==> config.mk <==
export PLATFORM = sky130hd
export DESIGN_NAME = dp_sequencer_flat
export DESIGN_NICKNAME = d
export VERILOG_FILES = /design/src/rtl/dp_sequencer_if.sv /design/src/rtl/dp_sequencer.sv /design/src/flat_wrapper.sv
export SDC_FILE = /design/constraint.sdc
export NUM_CORES = 1
export LEC_CHECK = 0
export BUFFER_PORTS_ARGS = -buffer_cell sky130_fd_sc_hd__buf_4
export CAP_MARGIN = 20
export CORE_AREA = 4 4 41 43
export CTS_CLUSTER_SIZE = 14
export DETAILED_ROUTE_END_ITERATION = 6
export DIE_AREA = 0 0 45 47
export PLACE_DENSITY = 0.62
export SLEW_MARGIN = 15
export SYNTH_ARGS = -nofsm -noshare
export SYNTH_HDL_FRONTEND = slang
export SYNTH_SLANG_ARGS = --single-unit
==> constraint.sdc <==
create_clock -name clk -period 2.7 [get_ports clk]
set_input_delay 0.54 -clock clk [delete_from_list [all_inputs] [get_ports clk]]
set_output_delay 0.54 -clock clk [all_outputs]
set_load 0.005 [all_outputs]
==> src/rtl/dp_sequencer_if.sv <==
// Bundle between the host/instruction side, dp_sequencer and the register/ALU datapath.
// The slave modport is the sequencer's view. The master modport is the view of the host and datapath.
interface dp_sequencer_if #(
    parameter int BIT_WIDTH = 1
);
    logic                 start;
    logic                 chain;
    logic                 op;
    logic [BIT_WIDTH-1:0] operand_a;
    logic [BIT_WIDTH-1:0] operand_b;
    logic                 busy;
    logic                 done;
    logic [BIT_WIDTH-1:0] result;
    logic                 carry;
    logic [BIT_WIDTH-1:0] dp_data_in;
    logic [1:0]           dp_reg_addr;
    logic                 dp_reg_sel;
    logic                 dp_op_sel;
    logic [BIT_WIDTH-1:0] dp_out;
    logic                 dp_cout;

    modport slave (
        input  start, chain, op, operand_a, operand_b, dp_out, dp_cout,
        output busy, done, result, carry, dp_data_in, dp_reg_addr, dp_reg_sel, dp_op_sel
    );

    modport master (
        output start, chain, op, operand_a, operand_b, dp_out, dp_cout,
        input  busy, done, result, carry, dp_data_in, dp_reg_addr, dp_reg_sel, dp_op_sel
    );
endinterface

==> src/rtl/dp_sequencer.sv <==
// Multi-cycle controller for the two-operand register/ALU datapath.
// It runs load A, load B, execute and transfer, then strobes done with the result and carry.
module dp_sequencer #(
    parameter int BIT_WIDTH = 1
) (
    input  logic           clk,
    input  logic           rst,
    dp_sequencer_if.slave  bus
);
    typedef enum logic [2:0] {
        S_IDLE,
        S_LOAD_A,
        S_LOAD_B,
        S_EXEC,
        S_XFER,
        S_DONE
    } state_t;

    state_t               r_state;
    state_t               w_next;
    logic [BIT_WIDTH-1:0] r_a;
    logic [BIT_WIDTH-1:0] r_b;
    logic                 r_op;
    logic                 r_carry;

    logic [BIT_WIDTH-1:0] w_data_in;
    logic [1:0]           w_reg_addr;
    logic                 w_reg_sel;
    logic                 w_op_sel;
    logic                 w_busy;
    logic                 w_done;

    // chain is used only in the IDLE cycle that accepts the request, so it is not stored.
    always_ff @(posedge clk) begin
        if (rst) begin
            r_state <= S_IDLE;
            r_a     <= '0;
            r_b     <= '0;
            r_op    <= 1'b0;
            r_carry <= 1'b0;
        end else begin
            r_state <= w_next;
            if (r_state == S_IDLE && bus.start) begin
                r_a  <= bus.operand_a;
                r_b  <= bus.operand_b;
                r_op <= bus.op;
            end
            // Capture dp_cout on this edge. It still holds the carry from the EXEC edge here.
            if (r_state == S_XFER)
                r_carry <= bus.dp_cout;
        end
    end

    always_comb begin
        w_next     = r_state;
        w_data_in  = '0;
        w_reg_addr = 2'd3;
        w_reg_sel  = 1'b0;
        w_op_sel   = 1'b0;
        w_busy     = 1'b1;
        w_done     = 1'b0;
        case (r_state)
            S_IDLE: begin
                w_busy = 1'b0;
                if (bus.start)
                    w_next = bus.chain ? S_LOAD_B : S_LOAD_A;
            end
            S_LOAD_A: begin
                w_reg_addr = 2'd0;
                w_reg_sel  = 1'b1;
                w_data_in  = r_a;
                w_next     = S_LOAD_B;
            end
            S_LOAD_B: begin
                w_reg_addr = 2'd1;
                w_reg_sel  = 1'b1;
                w_data_in  = r_b;
                w_next     = S_EXEC;
            end
            S_EXEC: begin
                w_reg_addr = 2'd0;
                w_op_sel   = r_op;
                w_next     = S_XFER;
            end
            S_XFER: begin
                w_reg_addr = 2'd2;
                w_op_sel   = r_op;
                w_next     = S_DONE;
            end
            S_DONE: begin
                w_done = 1'b1;
                w_next = S_IDLE;
            end
            default: w_next = S_IDLE;
        endcase
    end

    assign bus.busy        = w_busy;
    assign bus.done        = w_done;
    assign bus.result      = bus.dp_out;
    assign bus.carry       = r_carry;
    assign bus.dp_data_in  = w_data_in;
    assign bus.dp_reg_addr = w_reg_addr;
    assign bus.dp_reg_sel  = w_reg_sel;
    assign bus.dp_op_sel   = w_op_sel;
endmodule

==> src/flat_wrapper.sv <==
// flat-port wrapper written by rule: the top's interface ports become plain ports
module dp_sequencer_flat 
#(
    parameter int BIT_WIDTH = 1
)
  (clk, rst, bus_start, bus_chain, bus_op, bus_operand_a, bus_operand_b, bus_dp_out, bus_dp_cout, bus_busy, bus_done, bus_result, bus_carry, bus_dp_data_in, bus_dp_reg_addr, bus_dp_reg_sel, bus_dp_op_sel);
  dp_sequencer_if #(.BIT_WIDTH(BIT_WIDTH)) bus_i ();
  input  logic clk;
  input  logic rst;
  input wire logic [$bits(bus_i.start)-1:0] bus_start;
  input wire logic [$bits(bus_i.chain)-1:0] bus_chain;
  input wire logic [$bits(bus_i.op)-1:0] bus_op;
  input wire logic [$bits(bus_i.operand_a)-1:0] bus_operand_a;
  input wire logic [$bits(bus_i.operand_b)-1:0] bus_operand_b;
  input wire logic [$bits(bus_i.dp_out)-1:0] bus_dp_out;
  input wire logic [$bits(bus_i.dp_cout)-1:0] bus_dp_cout;
  output wire logic [$bits(bus_i.busy)-1:0] bus_busy;
  output wire logic [$bits(bus_i.done)-1:0] bus_done;
  output wire logic [$bits(bus_i.result)-1:0] bus_result;
  output wire logic [$bits(bus_i.carry)-1:0] bus_carry;
  output wire logic [$bits(bus_i.dp_data_in)-1:0] bus_dp_data_in;
  output wire logic [$bits(bus_i.dp_reg_addr)-1:0] bus_dp_reg_addr;
  output wire logic [$bits(bus_i.dp_reg_sel)-1:0] bus_dp_reg_sel;
  output wire logic [$bits(bus_i.dp_op_sel)-1:0] bus_dp_op_sel;
  assign bus_i.start = bus_start;
  assign bus_i.chain = bus_chain;
  assign bus_i.op = bus_op;
  assign bus_i.operand_a = bus_operand_a;
  assign bus_i.operand_b = bus_operand_b;
  assign bus_i.dp_out = bus_dp_out;
  assign bus_i.dp_cout = bus_dp_cout;
  assign bus_busy = bus_i.busy;
  assign bus_done = bus_i.done;
  assign bus_result = bus_i.result;
  assign bus_carry = bus_i.carry;
  assign bus_dp_data_in = bus_i.dp_data_in;
  assign bus_dp_reg_addr = bus_i.dp_reg_addr;
  assign bus_dp_reg_sel = bus_i.dp_reg_sel;
  assign bus_dp_op_sel = bus_i.dp_op_sel;
  dp_sequencer #(.BIT_WIDTH(BIT_WIDTH)) u_core (.clk(clk), .rst(rst), .bus(bus_i));
endmodule
Word-level counts from Yosys, hierarchy flattened
Cells that the tools add are included.

Reductions and logical operators: 5. Muxes and demuxes: 9. Equal/unequal tests: 6.

Operator list (number): $pmux W3 S5 (1); $eq A3 B2 Y1 const B (2); $eq A3 B3 Y1 const B (2); $pmux W2 S3 (1); $reduce_or A2 Y1 (3); $mux W1 (4); $eq A3 B1 Y1 const B (1); $logic_not A3 Y1 (1); $mux W3 (1); $mux W2 (1); $ne A2 B2 Y1 const B (1); $pmux W1 S2 (1); $logic_and A1 B1 Y1 (1).

Bits in registers: 7. Logic and storage cells: 25. Input bits: 9. Output and inout bits: 9.

Longest topological paths before layout
Gate-level depths: netlist of run 1.

Depth after elaboration: 3. Depth in mapped cells: 3. Gate-level depth less buffers: 2.

Worst setup path before layout of run 1
OpenSTA, ideal clock, no wires.

Kind: register to output. Start: reg u_core.r_state[2]. End: out bus_dp_op_sel. Buffers on the path: 1. Slack: 1.139 ns. Stages on the path, launching flop included: 4. Arrival time: 1.021 ns. Data required time: 2.160 ns. Cells stage by stage: dfxtp_1 -> buf_6 -> or3b_4 -> a21boi_0.

Longest elaborated chain between the ends: 3. Elaborated cells between the ends (all ways): 4. Those cells by class: 2 x eq/ne; 1 x mux; 1 x reduce/logical.

Ends and longest elaborated chain: from (decl) (RTL line dp_sequencer.sv:19) `state_t r_state;`; from (signal assigned) (RTL line dp_sequencer.sv:42) `r_state <= w_next;`; $eq A3 B2 Y1 / $eq A3 B3 Y1 (equally long branches) (RTL line dp_sequencer.sv:62) `case (r_state)`; $reduce_or A2 Y1 (no line) *; $mux W1 * (RTL line dp_sequencer.sv:62); to (decl) (RTL line flat_wrapper.sv:24) `output wire logic [$bits(bus_i.dp_op_sel)-1:0] bus_dp_op_sel;`.

Every way passes the cells marked *; elsewhere a longest branch is shown, timed or not.

Final worst setup path of run 1
Same ends and word-level chain as after synthesis.

==> impl_summary.log, run 1 <==
INFO  metric status = finished clean
INFO  metric power-per-cell-area = 525.1 nW/um^2
INFO  metric power.leakage = 0.0002312 uW
INFO  metric row_cnt = 13
INFO  metric clockRootBuffer = clkbuf_4
INFO  metric setup-tns-final = 0 ps
INFO  metric cts_sinks = 7
INFO  metric p_switching = 80.07 uW
INFO  metric report.final.slew_viol_count = 0
INFO  metric finalNonFillerCells = 74
INFO  metric combPwrFrac = 0.237
INFO  metric timing.setup.critical_path_class = flip-flop to output pin
INFO  metric worstMarginPinSlew = 484.0 ps
INFO  metric utilization = 0.4317
INFO  metric cts_tree = yes
INFO  metric synth.lib_cells_used.distinct = 21
INFO  metric grt_first_pass_wirelength = 1248 um
INFO  metric core-area = 1301 sq um
INFO  metric critPathSlowestCell = dfxtp_1
INFO  metric drt_iter0_drc = 6
INFO  metric diodes = 0
INFO  metric detail-route-antenna-nets = 0
INFO  metric period_needed = 2084 ps
INFO  metric seqPwrFrac = 0.440
INFO  metric p_sw_frac = 0.2714
INFO  metric insertion_delay = 250 ps
INFO  metric initial_core_util = 0.3375
INFO  metric synth.avg_cell_area = 9.759 sq um
INFO  metric startpoint_type = flip-flop
INFO  metric ys_async_sr_fraction = 0
INFO  metric avgRoutedWirePerCell = 10.18 um
INFO  metric p_clk_frac = 0.323
INFO  metric critPathMaxStageDelay = 530 ps
INFO  metric cts_inserted_buffers = 3
INFO  metric path_max_fanout = 10
INFO  metric internal_power = 214.9 uW
INFO  metric cts_htree_levels = 1
INFO  metric seq_area_frac_synth = 0.3191
INFO  metric final_nets = 69
INFO  metric synth_cells = 45
INFO  metric io_pins = 18
INFO  metric yosysTopAreaCell = dfxtp_1
INFO  metric clockBufferDepth = 2
INFO  metric max_cap_violations = 0
INFO  metric synth_nets = 54
INFO  metric postCtsSetupBuffers = 0
INFO  metric cp_cell_sequence = or3b_4 > a21boi_0 > buf_4
INFO  metric antenna_violations_before_repair = 0
INFO  metric area_growth_from_synthesis_to_layout = 27.92%
INFO  metric first_global_vias = 289
INFO  metric postSynth.topFlopCell = dfxtp_1
INFO  metric die_h = 47 um
INFO  metric remaining_drc_errors = 0
INFO  metric detail_route.vias_per_cell = 4.784
INFO  metric clk_transition_reported_paths = 60 ps
INFO  metric post-place-cells = 70
INFO  metric finalClockSkew = 3.567 ps
INFO  metric detailroute.via_count = 354
INFO  metric die_area = 2115 sq um
INFO  metric post_synth_main_area_contributors = dfxtp_1, nand2b_1, mux2i_1
INFO  metric synth_most_common_cell = nand2b_1
INFO  metric io_buffer_count = 15
INFO  metric share_of_post_route_cells_with_drive_strength_above_1 = 0.4068
INFO  metric grt.total_usage = 0.08320
INFO  metric dp_hpwl = 576.7 um
INFO  metric timing.hold.ws = 471.0 ps
INFO  metric synth.yosys.warnings = 0
INFO  metric min_period_over_period = 0.7718
INFO  metric finalWirelength = 753 um
INFO  metric ys_seq_elements = 7
INFO  metric ir_drop = 0.3341 mV
INFO  metric chipWidth = 45 um
INFO  metric drt_pass1_iterations = 2
INFO  metric num-fill-cells = 140
INFO  metric globalplace.congestion = 0.6683
INFO  metric slew_headroom = 0.6769
INFO  metric rsz0062_at_grt = false
INFO  metric synth-edff-count = 0
INFO  metric global_route.overflow_total = 0
INFO  metric arrival = 1540 ps
INFO  metric largest_net_degree_at_the_start_of_global_routing = 14
INFO  metric synth_common_cells = nand2b_1, dfxtp_1, mux2i_1, nand3b_1
INFO  metric worstPathRequired = 2160 ps
INFO  metric netlist_area = 439.2 sq um
INFO  metric holdBufCountCts = 0
INFO  metric cp-end-kind = output pin
INFO  metric timing.final.setup_violations = 0
INFO  metric post-synth-top-area-fraction = 0.3191
INFO  metric fmaxAchievable = 0.4799 GHz
INFO  metric ctsResizeCount = 0
INFO  metric hold_class = flip-flop to flip-flop
INFO  metric hold_viol = 0
stage by stage:
stage	cell area, sq um	worst slack, ps	total power [uW]
2_1_floorplan	439.2	1139	175.5
3_3_place_gp	535.5	908.5	203.9
3_5_place_dp	535.5	892.3	203.4
4_1_cts	561.8	602.8	301.0
5_1_grt	561.8	484.1	316.2
6_report	561.8	616.2	295.0
critical path, delay by kind of cell, from the launching register on:
family	cells	cell delay, ps
flops	1	530
simple gates	1	450
compound gates	1	180
buf+inv	1	140
path summary, 6_finish.rpt:
path | startpoint | to | slack, ps | depth (start not counted)
worst max-delay path | u_core.r_state[2]$_SDFFE_PP0P_ | bus_dp_op_sel | 620 | 3
worst max register to register | u_core.r_state[2]$_SDFFE_PP0P_ | u_core.bus.carry$_SDFFE_PP0P_ | 1490 | 2
worst min register to register | u_core.r_op$_SDFFE_PP0P_ | u_core.r_op$_SDFFE_PP0P_ | 470 | 2
worst min-delay path | u_core.r_op$_SDFFE_PP0P_ | u_core.r_op$_SDFFE_PP0P_ | 470 | 2
layout by cell type (no fill, tap or decap), drive strengths merged:
| cell | netlist | routed |
|---|---|---|
| buf | 4 | 15 |
| a2111oi | 2 | 2 |
| inv | 1 | 1 |
| or3b | 1 | 1 |
| nand3b | 3 | 3 |
| clkbuf | 1 | 4 |
| nand2b | 9 | 9 |
| a21boi | 2 | 2 |
| or3 | 1 | 1 |
| o21ai | 1 | 1 |
| nor3b | 1 | 1 |
| dfxtp | 7 | 7 |
| mux2i | 4 | 4 |
| a211oi | 1 | 1 |
| nor4b | 1 | 1 |
| xnor2 | 1 | 1 |
| nor2 | 2 | 2 |
| a21oi | 2 | 2 |
| and2 | 1 | 1 |
logic make-up (layout without fill, tap and decap cells):
family / after synthesis / after routing / synth area share
mux: 4 / 4 / 0.09117
buf+inv: 6 / 20 / 0.08828
flops: 7 / 7 / 0.3191
compound gates: 8 / 8 / 0.1538
simple gates: 19 / 19 / 0.3276
xor+xnor: 1 / 1 / 0.01995
power groups by stage:
stage                     combinational (uW)  clock [uW]  sequential (uW)
after floorplan                         55.0           0              120
after global placement                  71.9           0              132
after detailed placement                71.1           0              132
after CTS                               71.2        99.7              130
after global routing                    77.1         107              132
final                                   69.8        95.4              130
routing by layer:
| layer | GRT usage | part of all wire | wire length [um] |
|---|---|---|---|
| met1 | 0.1124 | 0.44 | 332 |
| met2 | 0.1045 | 0.44 | 330 |
| met3 | 0.03448 | 0.10 | 76 |
| met4 | 0.05848 | 0.019 | 14 |
| met5 | 0 | 0 | 0 |
sequential cells by signal, indices dropped and copies added (netlist names):
| signal | flops |
|---|---|
| u_core.r_b | 1 |
| u_core.r_a | 1 |
| u_core.bus.carry | 1 |
| u_core.r_op | 1 |
| u_core.r_state | 3 |
final cells by class:
class                      count  area [sq um]  share of cell area
clock buffer                   4         26.28             0.04677
tap                           15         18.77             0.03341
multi-input combinational     32         260.3              0.4633
inverter                       1         3.754            0.006682
timing repair buffer          15         112.6              0.2004
sequential                     7         140.1              0.2494
Power figures use the tool's default switching activity.
==> inputs of run 2 (changes only) <==
- PLACE_DENSITY: 0.62 -> 0.65
- clock period: 2.7 -> 1.85 ns (I/O delays scaled with it)
==> impl_summary.log, run 2 (synthesis gave the netlist of run 1 again) <==
INFO  metric area_growth_from_synthesis_to_layout = 33.62%
INFO  metric dp_hpwl = 631.8 um (+9.6%)
INFO  metric p_clk_frac = 0.306 (-0.017)
INFO  metric slew_headroom = 0.7592 (+0.08229)
INFO  metric register_name_with_the_most_flops = u_core.r_state
INFO  metric diodes = 0 (unchanged)
INFO  metric cp_cell_sequence = or3b_4 > a21boi_0 > buf_4
INFO  metric drt_iter0_drc = 1 (-5)
INFO  metric crit-reg2reg-launch = u_core.r_state[2]$_SDFFE_PP0P_
INFO  metric cts_tree = yes
INFO  metric rsz0062_at_grt = false
INFO  metric antenna_violations_before_repair = 0 (unchanged)
INFO  metric power = 436.8 uW (+48%)
INFO  metric reg2reg_slack = 660 ps (-830 ps)
INFO  metric worstMarginPinSlew = 359.7 ps (-124.3 ps)
INFO  metric globalplace.congestion = 0.6388 (-4.4%)
INFO  metric detail-route-antenna-nets = 0 (unchanged)
INFO  metric num-fill-cells = 139 (-0.71%)
INFO  metric holdBufCountCts = 0 (unchanged)
INFO  metric hold_class = primary input to flip-flop
INFO  metric final_nets = 72 (+4.3%)
INFO  metric largest_register_ffs = 3 (unchanged)
INFO  metric row_cnt = 13 (unchanged)
INFO  metric fmaxAchievable = 0.5882 GHz
INFO  metric min_period_over_period = 0.9190
INFO  metric max_cap_violations = 0 (unchanged)
INFO  metric status = finished clean
INFO  metric avgRoutedWirePerCell = 10.48 um (+3.0%)
INFO  metric p_sw_frac = 0.2621 (-0.009351)
INFO  metric p_switching = 114.5 uW (+43%)
INFO  metric reg2reg_depth = 3 (+1)
INFO  metric startpoint_type = flip-flop
INFO  metric cts_htree_levels = 1 (unchanged)
INFO  metric power-per-cell-area = 744.4 nW/um^2 (+42%)
INFO  metric report.final.slew_viol_count = 0 (unchanged)
INFO  metric ir_drop = 0.4437 mV (+33%)
INFO  metric chipWidth = 45 um (unchanged)
INFO  metric regToRegEndpoint = u_core.r_op$_SDFFE_PP0P_
INFO  metric finalClockSkew = 0.1404 ps (-3.427 ps)
INFO  metric placed_cell_area = 558.0 sq um (+4.2%)
INFO  metric timing.critical_path.to = bus_dp_op_sel
INFO  metric global_route.overflow_total = 0 (unchanged)
INFO  metric clk_transition_reported_paths = 50 ps (about the same)
INFO  metric multi_input_area = 260.3 sq um (unchanged)
INFO  metric post-place-cells = 73 (+4.3%)
INFO  metric postCtsSetupBuffers = 0 (unchanged)
INFO  metric first_global_vias = 314 (+8.7%)
INFO  metric clockRootBuffer = clkbuf_4
INFO  metric timing.final.setup_violations = 0 (unchanged)
INFO  metric cts_sinks = 7 (unchanged)
INFO  metric io_buffer_count = 15 (unchanged)
INFO  metric finalWirelength = 807 um (+7.2%)
INFO  metric cp-end-kind = output pin
INFO  metric area_of_all_placed_cells_without_fillers = 586.8 sq um (+4.5%)
INFO  metric worstPathRequired = 1480 ps (-680 ps)
INFO  metric die_h = 47 um (unchanged)
INFO  metric grt.total_usage = 0.09113 (+0.007924)
INFO  metric setup-tns-final = 0 ps (unchanged)
INFO  metric hold_viol = 0 (unchanged)
INFO  metric power.leakage = 0.0002477 uW (+7.1%)
INFO  metric finalNonFillerCells = 77 (+4.1%)
INFO  metric internal_power = 322.3 uW (+50%)
INFO  metric sequential_cell_area = 142.6 sq um (+1.8%)
INFO  metric detail_route.vias_per_cell = 4.779 (about the same)
INFO  metric clockBufferDepth = 2 (unchanged)
INFO  metric path_max_fanout = 6 (-4)
INFO  metric insertion_delay = 240 ps (about the same)
INFO  metric layout_commonest_cell = buf_4
INFO  metric largest_net_degree_at_the_start_of_global_routing = 13 (-1)
INFO  metric drt_pass1_iterations = 2 (unchanged)
INFO  metric combPwrFrac = 0.290 (+0.053)
INFO  metric critPathMaxStageDelay = 410 ps (-120 ps)
INFO  metric critPathSlowestCell = or3b_4
INFO  metric remaining_drc_errors = 0 (unchanged)
INFO  metric crit_path_start = u_core.r_state[2]$_SDFFE_PP0P_
INFO  metric detailroute.via_count = 368 (+4.0%)
INFO  metric die_area = 2115 sq um (unchanged)
INFO  metric core-area = 1301 sq um (unchanged)
INFO  metric io_pins = 18 (unchanged)
INFO  metric ctsResizeCount = 0 (unchanged)
INFO  metric arrival = 1330 ps (-210 ps)
INFO  metric period_needed = 1700 ps
INFO  metric grt_first_pass_wirelength = 1345 um (+7.8%)
INFO  metric seqPwrFrac = 0.404 (-0.036)
INFO  metric timing.setup.critical_path_class = flip-flop to output pin
INFO  metric layout.cells.most_common_list = buf_4, nand2b_1, dfxtp_1, mux2i_1
INFO  metric utilization = 0.4510 (+0.01923)
INFO  metric share_of_post_route_cells_with_drive_strength_above_1 = 0.4677 (+0.06096)
INFO  metric initial_core_util = 0.3375 (unchanged)
INFO  metric cts_inserted_buffers = 3 (unchanged)
==> run 2: changes by cell type in the layout (fill, tap and decap cells not counted) <==
cell,change
buf_4,+3
dfxtp_1,-2
dfxtp_2,+2
==> run 2: area by class of cell <==
cell class              count  share of cell area
well taps                  15             0.03198
repair buffers             18              0.2303
inverters                   1            0.006397
clock buffers               4             0.04478
multi-input cells          32              0.4435
flip-flops and latches      7              0.2431
==> run 2: stage by stage <==
| step | setup WS [ps] | hold slack [ps] |
|---|---|---|
| finish | 149.9 | 357.1 |
| global route | 36.27 | 377.7 |
| CTS | 62.67 | 359.7 |
| detailed placement | 345.5 | 467.3 |
| global placement | 376.7 | 461.3 |
| floorplan | 458.8 | 445.3 |
==> run 2: worst min-delay path by stage <==
stage / startpoint / end / slack (ps) / cells past startpoint
after floorplan: u_core.r_op$_SDFFE_PP0P_ / u_core.r_op$_SDFFE_PP0P_ / 450 / 2
after global placement: u_core.r_a$_SDFFE_PP0P_ / u_core.r_a$_SDFFE_PP0P_ / 460 / 2
after detailed placement: u_core.r_a$_SDFFE_PP0P_ / u_core.r_a$_SDFFE_PP0P_ / 470 / 2
after CTS: rst / u_core.r_state[2]$_SDFFE_PP0P_ / 360 / 2
after global routing: rst / u_core.r_state[2]$_SDFFE_PP0P_ / 380 / 2
final: rst / u_core.r_state[2]$_SDFFE_PP0P_ / 360 / 2
==> run 2: critical path: cells and delay by family, from the launching register on <==
kind	cells	cell delay [ps]
flip-flops	1	370
buffers and inverters	1	140
AO/OA/AOI/OAI	1	170
AND/OR/NAND/NOR	1	410
==> run 2: layer usage <==
layer | global-route usage | routed length (um)
met5 | 0 | 0
met4 | 0.03509 | 0
met3 | 0.04981 | 78
met2 | 0.1328 | 380
met1 | 0.1124 | 348
==> run 2: power groups by stage <==
stage,clock network [uW],registers (uW),logic (uW)
after floorplan,0,176,80.3
after global placement,0,179,128
after detailed placement,0,179,128
after CTS,142,176,129
after global routing,152,178,140
final,134,176,127
==> inputs of run 3 (changes only) <==
- ABC_AREA: not set -> 1
- PLACE_DENSITY: 0.65 -> 0.61
==> impl_summary.log, run 3 <==
INFO  metric cp_cell_sequence = inv_2 > nand3_1 > o22ai_1 > buf_4
INFO  metric holdBufCountCts = 0 (unchanged)
INFO  metric ys_async_sr_fraction = 0 (unchanged)
INFO  metric min_period_over_period = 0.8574 (-0.06155)
INFO  metric seqPwrFrac = 0.385 (-0.019)
INFO  metric synth_common_cells = inv_1, nand2_1, nor2_1, dfxtp_1, nand3_1
INFO  metric detail_route.vias_per_cell = 4.235 (-11%)
INFO  metric worstMarginPinSlew = 217.9 ps (-141.8 ps)
INFO  metric core-area = 1301 sq um (unchanged)
INFO  metric setup-tns-final = 0 ps (unchanged)
INFO  metric cp-end-kind = output pin
INFO  metric die_h = 47 um (unchanged)
INFO  metric routed.top_layer = met4
INFO  metric detail-route-antenna-nets = 0 (unchanged)
INFO  metric synth.yosys.warnings = 0 (unchanged)
INFO  metric register_name_with_the_most_flops = u_core.r_state
INFO  metric power.leakage = 0.0003205 uW (+29%)
INFO  metric synth.avg_cell_area = 6.102 sq um (-37%)
INFO  metric dp_hpwl = 700.3 um (+11%)
INFO  metric timing.final.setup_violations = 0 (unchanged)
INFO  metric cts_htree_levels = 1 (unchanged)
INFO  metric power-per-cell-area = 867.6 nW/um^2 (+17%)
INFO  metric worst_path_dominant_cell_family = flip-flops
INFO  metric worstPathRequired = 1480 ps (about the same)
INFO  metric met3_length = 80 um (+2.6%)
INFO  metric p_clk_frac = 0.296 (-0.010)
INFO  metric path_buf_inv = 2 (+1)
INFO  metric critPathMaxStageDelay = 340 ps (-70 ps)
INFO  metric io_buffer_count = 15 (unchanged)
INFO  metric diodes = 0 (unchanged)
INFO  metric critPathSlowestCell = dfxtp_1
INFO  metric largest_net_degree_at_the_start_of_global_routing = 11 (-2)
INFO  metric detailroute.via_count = 415 (+13%)
INFO  metric global_route.overflow_total = 0 (unchanged)
INFO  metric setup_ws = 263.8 ps (+113.9 ps)
INFO  metric drt_pass1_iterations = 4 (+2)
INFO  metric largest_register_ffs = 3 (unchanged)
INFO  metric hold_viol = 0 (unchanged)
INFO  metric synth_nets = 74 (+37%)
INFO  metric period_needed = 1586 ps (-113.9 ps)
INFO  metric initial_core_util = 0.3048 (-0.03269)
INFO  metric synth_cells = 65 (+44%)
INFO  metric finalNonFillerCells = 98 (+27%)
INFO  metric netlist_area = 396.6 sq um (-9.7%)
INFO  metric post-place-cells = 94 (+29%)
INFO  metric cts_sinks = 7 (unchanged)
INFO  metric globalplace.congestion = 0.7379 (+16%)
INFO  metric antenna_violations_before_repair = 0 (unchanged)
INFO  metric first_global_vias = 337 (+7.3%)
INFO  metric row_cnt = 13 (unchanged)
INFO  metric layout.cells.most_common_list = inv_1, nand2_1, buf_4, nor2_1, dfxtp_1
INFO  metric layout_commonest_cell = inv_1
INFO  metric startpoint_type = flip-flop
INFO  metric ys_seq_elements = 7 (unchanged)
INFO  metric drt_iter0_drc = 11 (+10)
INFO  metric clockBufferDepth = 2 (unchanged)
INFO  metric die_area = 2115 sq um (unchanged)
INFO  metric path_max_fanout = 10 (+4)
INFO  metric cts_inserted_buffers = 3 (unchanged)
INFO  metric finalWirelength = 871 um (+7.9%)
INFO  metric share_of_post_route_cells_with_drive_strength_above_1 = 0.2530 (-0.2147)
INFO  metric seq_area_frac_synth = 0.3533 (+0.03422)
INFO  metric timing.hold.ws = 291.0 ps (-66.12 ps)
INFO  metric insertion_delay = 260 ps (+20 ps)
INFO  metric routedLengthMet1 = 409 um (+18%)
INFO  metric final_nets = 93 (+29%)
INFO  metric combPwrFrac = 0.318 (+0.028)
INFO  metric timing.setup.critical_path_class = flip-flop to output pin
INFO  metric yosysTopAreaCell = dfxtp_1
INFO  metric synth.lib_cells_used.distinct = 14 (-33%)
INFO  metric p_sw_frac = 0.3198 (+0.05770)
INFO  metric internal_power = 322.7 uW (+0.11%)
INFO  metric p_switching = 151.7 uW (+33%)
INFO  metric chipWidth = 45 um (unchanged)
INFO  metric synth-edff-count = 0 (unchanged)
INFO  metric slew_headroom = 0.8545 (+0.09533)
INFO  metric max_cap_violations = 0 (unchanged)
INFO  metric cts_tree = yes
INFO  metric grt_first_pass_wirelength = 1345 um (unchanged)
INFO  metric dr_wl_met2 = 342 um (-10%)
INFO  metric arrival = 1220 ps (-110 ps)
INFO  metric grt.total_usage = 0.09328 (+0.002155)
INFO  metric synth_most_common_cell = inv_1
INFO  metric avgRoutedWirePerCell = 8.888 um (-15%)
INFO  metric hold_class = primary input to flip-flop
INFO  metric post-place-ws = 532.2 ps (+186.7 ps)
INFO  metric clockRootBuffer = clkbuf_4
INFO  metric status = finished clean
INFO  metric fmaxAchievable = 0.6304 GHz (+7.2%)
INFO  metric post-synth-top-area-fraction = 0.3533 (+0.03422)
INFO  metric ir_drop = 0.2770 mV (-38%)
INFO  metric ctsResizeCount = 0 (unchanged)
INFO  metric postCtsSetupBuffers = 0 (unchanged)
INFO  metric remaining_drc_errors = 0 (unchanged)
INFO  metric rsz0062_at_grt = false
INFO  metric post_synth_main_area_contributors = dfxtp_1, inv_1, nand2_1
INFO  metric clk_transition_reported_paths = 50 ps (about the same)
INFO  metric report.final.slew_viol_count = 0 (unchanged)
INFO  metric finalClockSkew = 4.033 ps (+3.892 ps)
INFO  metric io_pins = 18 (unchanged)
INFO  metric postSynth.topFlopCell = dfxtp_1
INFO  metric utilization = 0.4202 (-0.03077)
INFO  metric area_growth_from_synthesis_to_layout = 37.85%
-- run 3: per-layer routing --
metal	vias up	GRT usage
met2	16	0.1130
met5	-	0
met4	0	0.1111
met3	5	0.02299
met1	160	0.1207
li1	234	-
-- run 3: kinds of logic after synthesis --
family          count (synthesis)  share of synthesized area
simple gates                   36                     0.4132
compound gates                  4                    0.05363
flops                           7                     0.3533
buf+inv                        18                     0.1798
-- run 3: layout make-up --
class	count	area [sq um]
well taps	15	18.77
repair buffers	15	112.6
flip-flops and latches	7	140.1
inverters	17	63.81
clock buffers	4	26.28
multi-input cells	40	185.2
fillers	146	754.5
-- run 3: path summary, 6_finish.rpt --
kind | startpoint | endpoint | slack (ps) | cells after the start
max | u_core.r_state[2]$_SDFFE_PP0P_ | bus_dp_data_in | 260 | 4
min | rst | u_core.r_state[1]$_SDFFE_PP0P_ | 290 | 2
max reg2reg | u_core.r_state[0]$_SDFFE_PP0P_ | u_core.bus.carry$_SDFFE_PP0P_ | 860 | 4
min reg2reg | u_core.bus.carry$_SDFFE_PP0P_ | u_core.bus.carry$_SDFFE_PP0P_ | 490 | 2
-- run 3: power groups by stage --
stage	combinational (uW)	clock, uW	sequential [uW]
2_1_floorplan	91.1	0	183
3_3_place_gp	152	0	185
3_5_place_dp	152	0	186
4_1_cts	153	146	183
5_1_grt	173	151	185
6_report	151	141	183
-- run 3: per-stage QoR --
step           instance area, sq um  power (uW)
3_3_place_gp                  520.5       337.1
5_1_grt                       546.8       509.3
3_5_place_dp                  520.5       338.1
6_report                      546.8       474.4
2_1_floorplan                 396.6       274.5
4_1_cts                       546.8       481.3
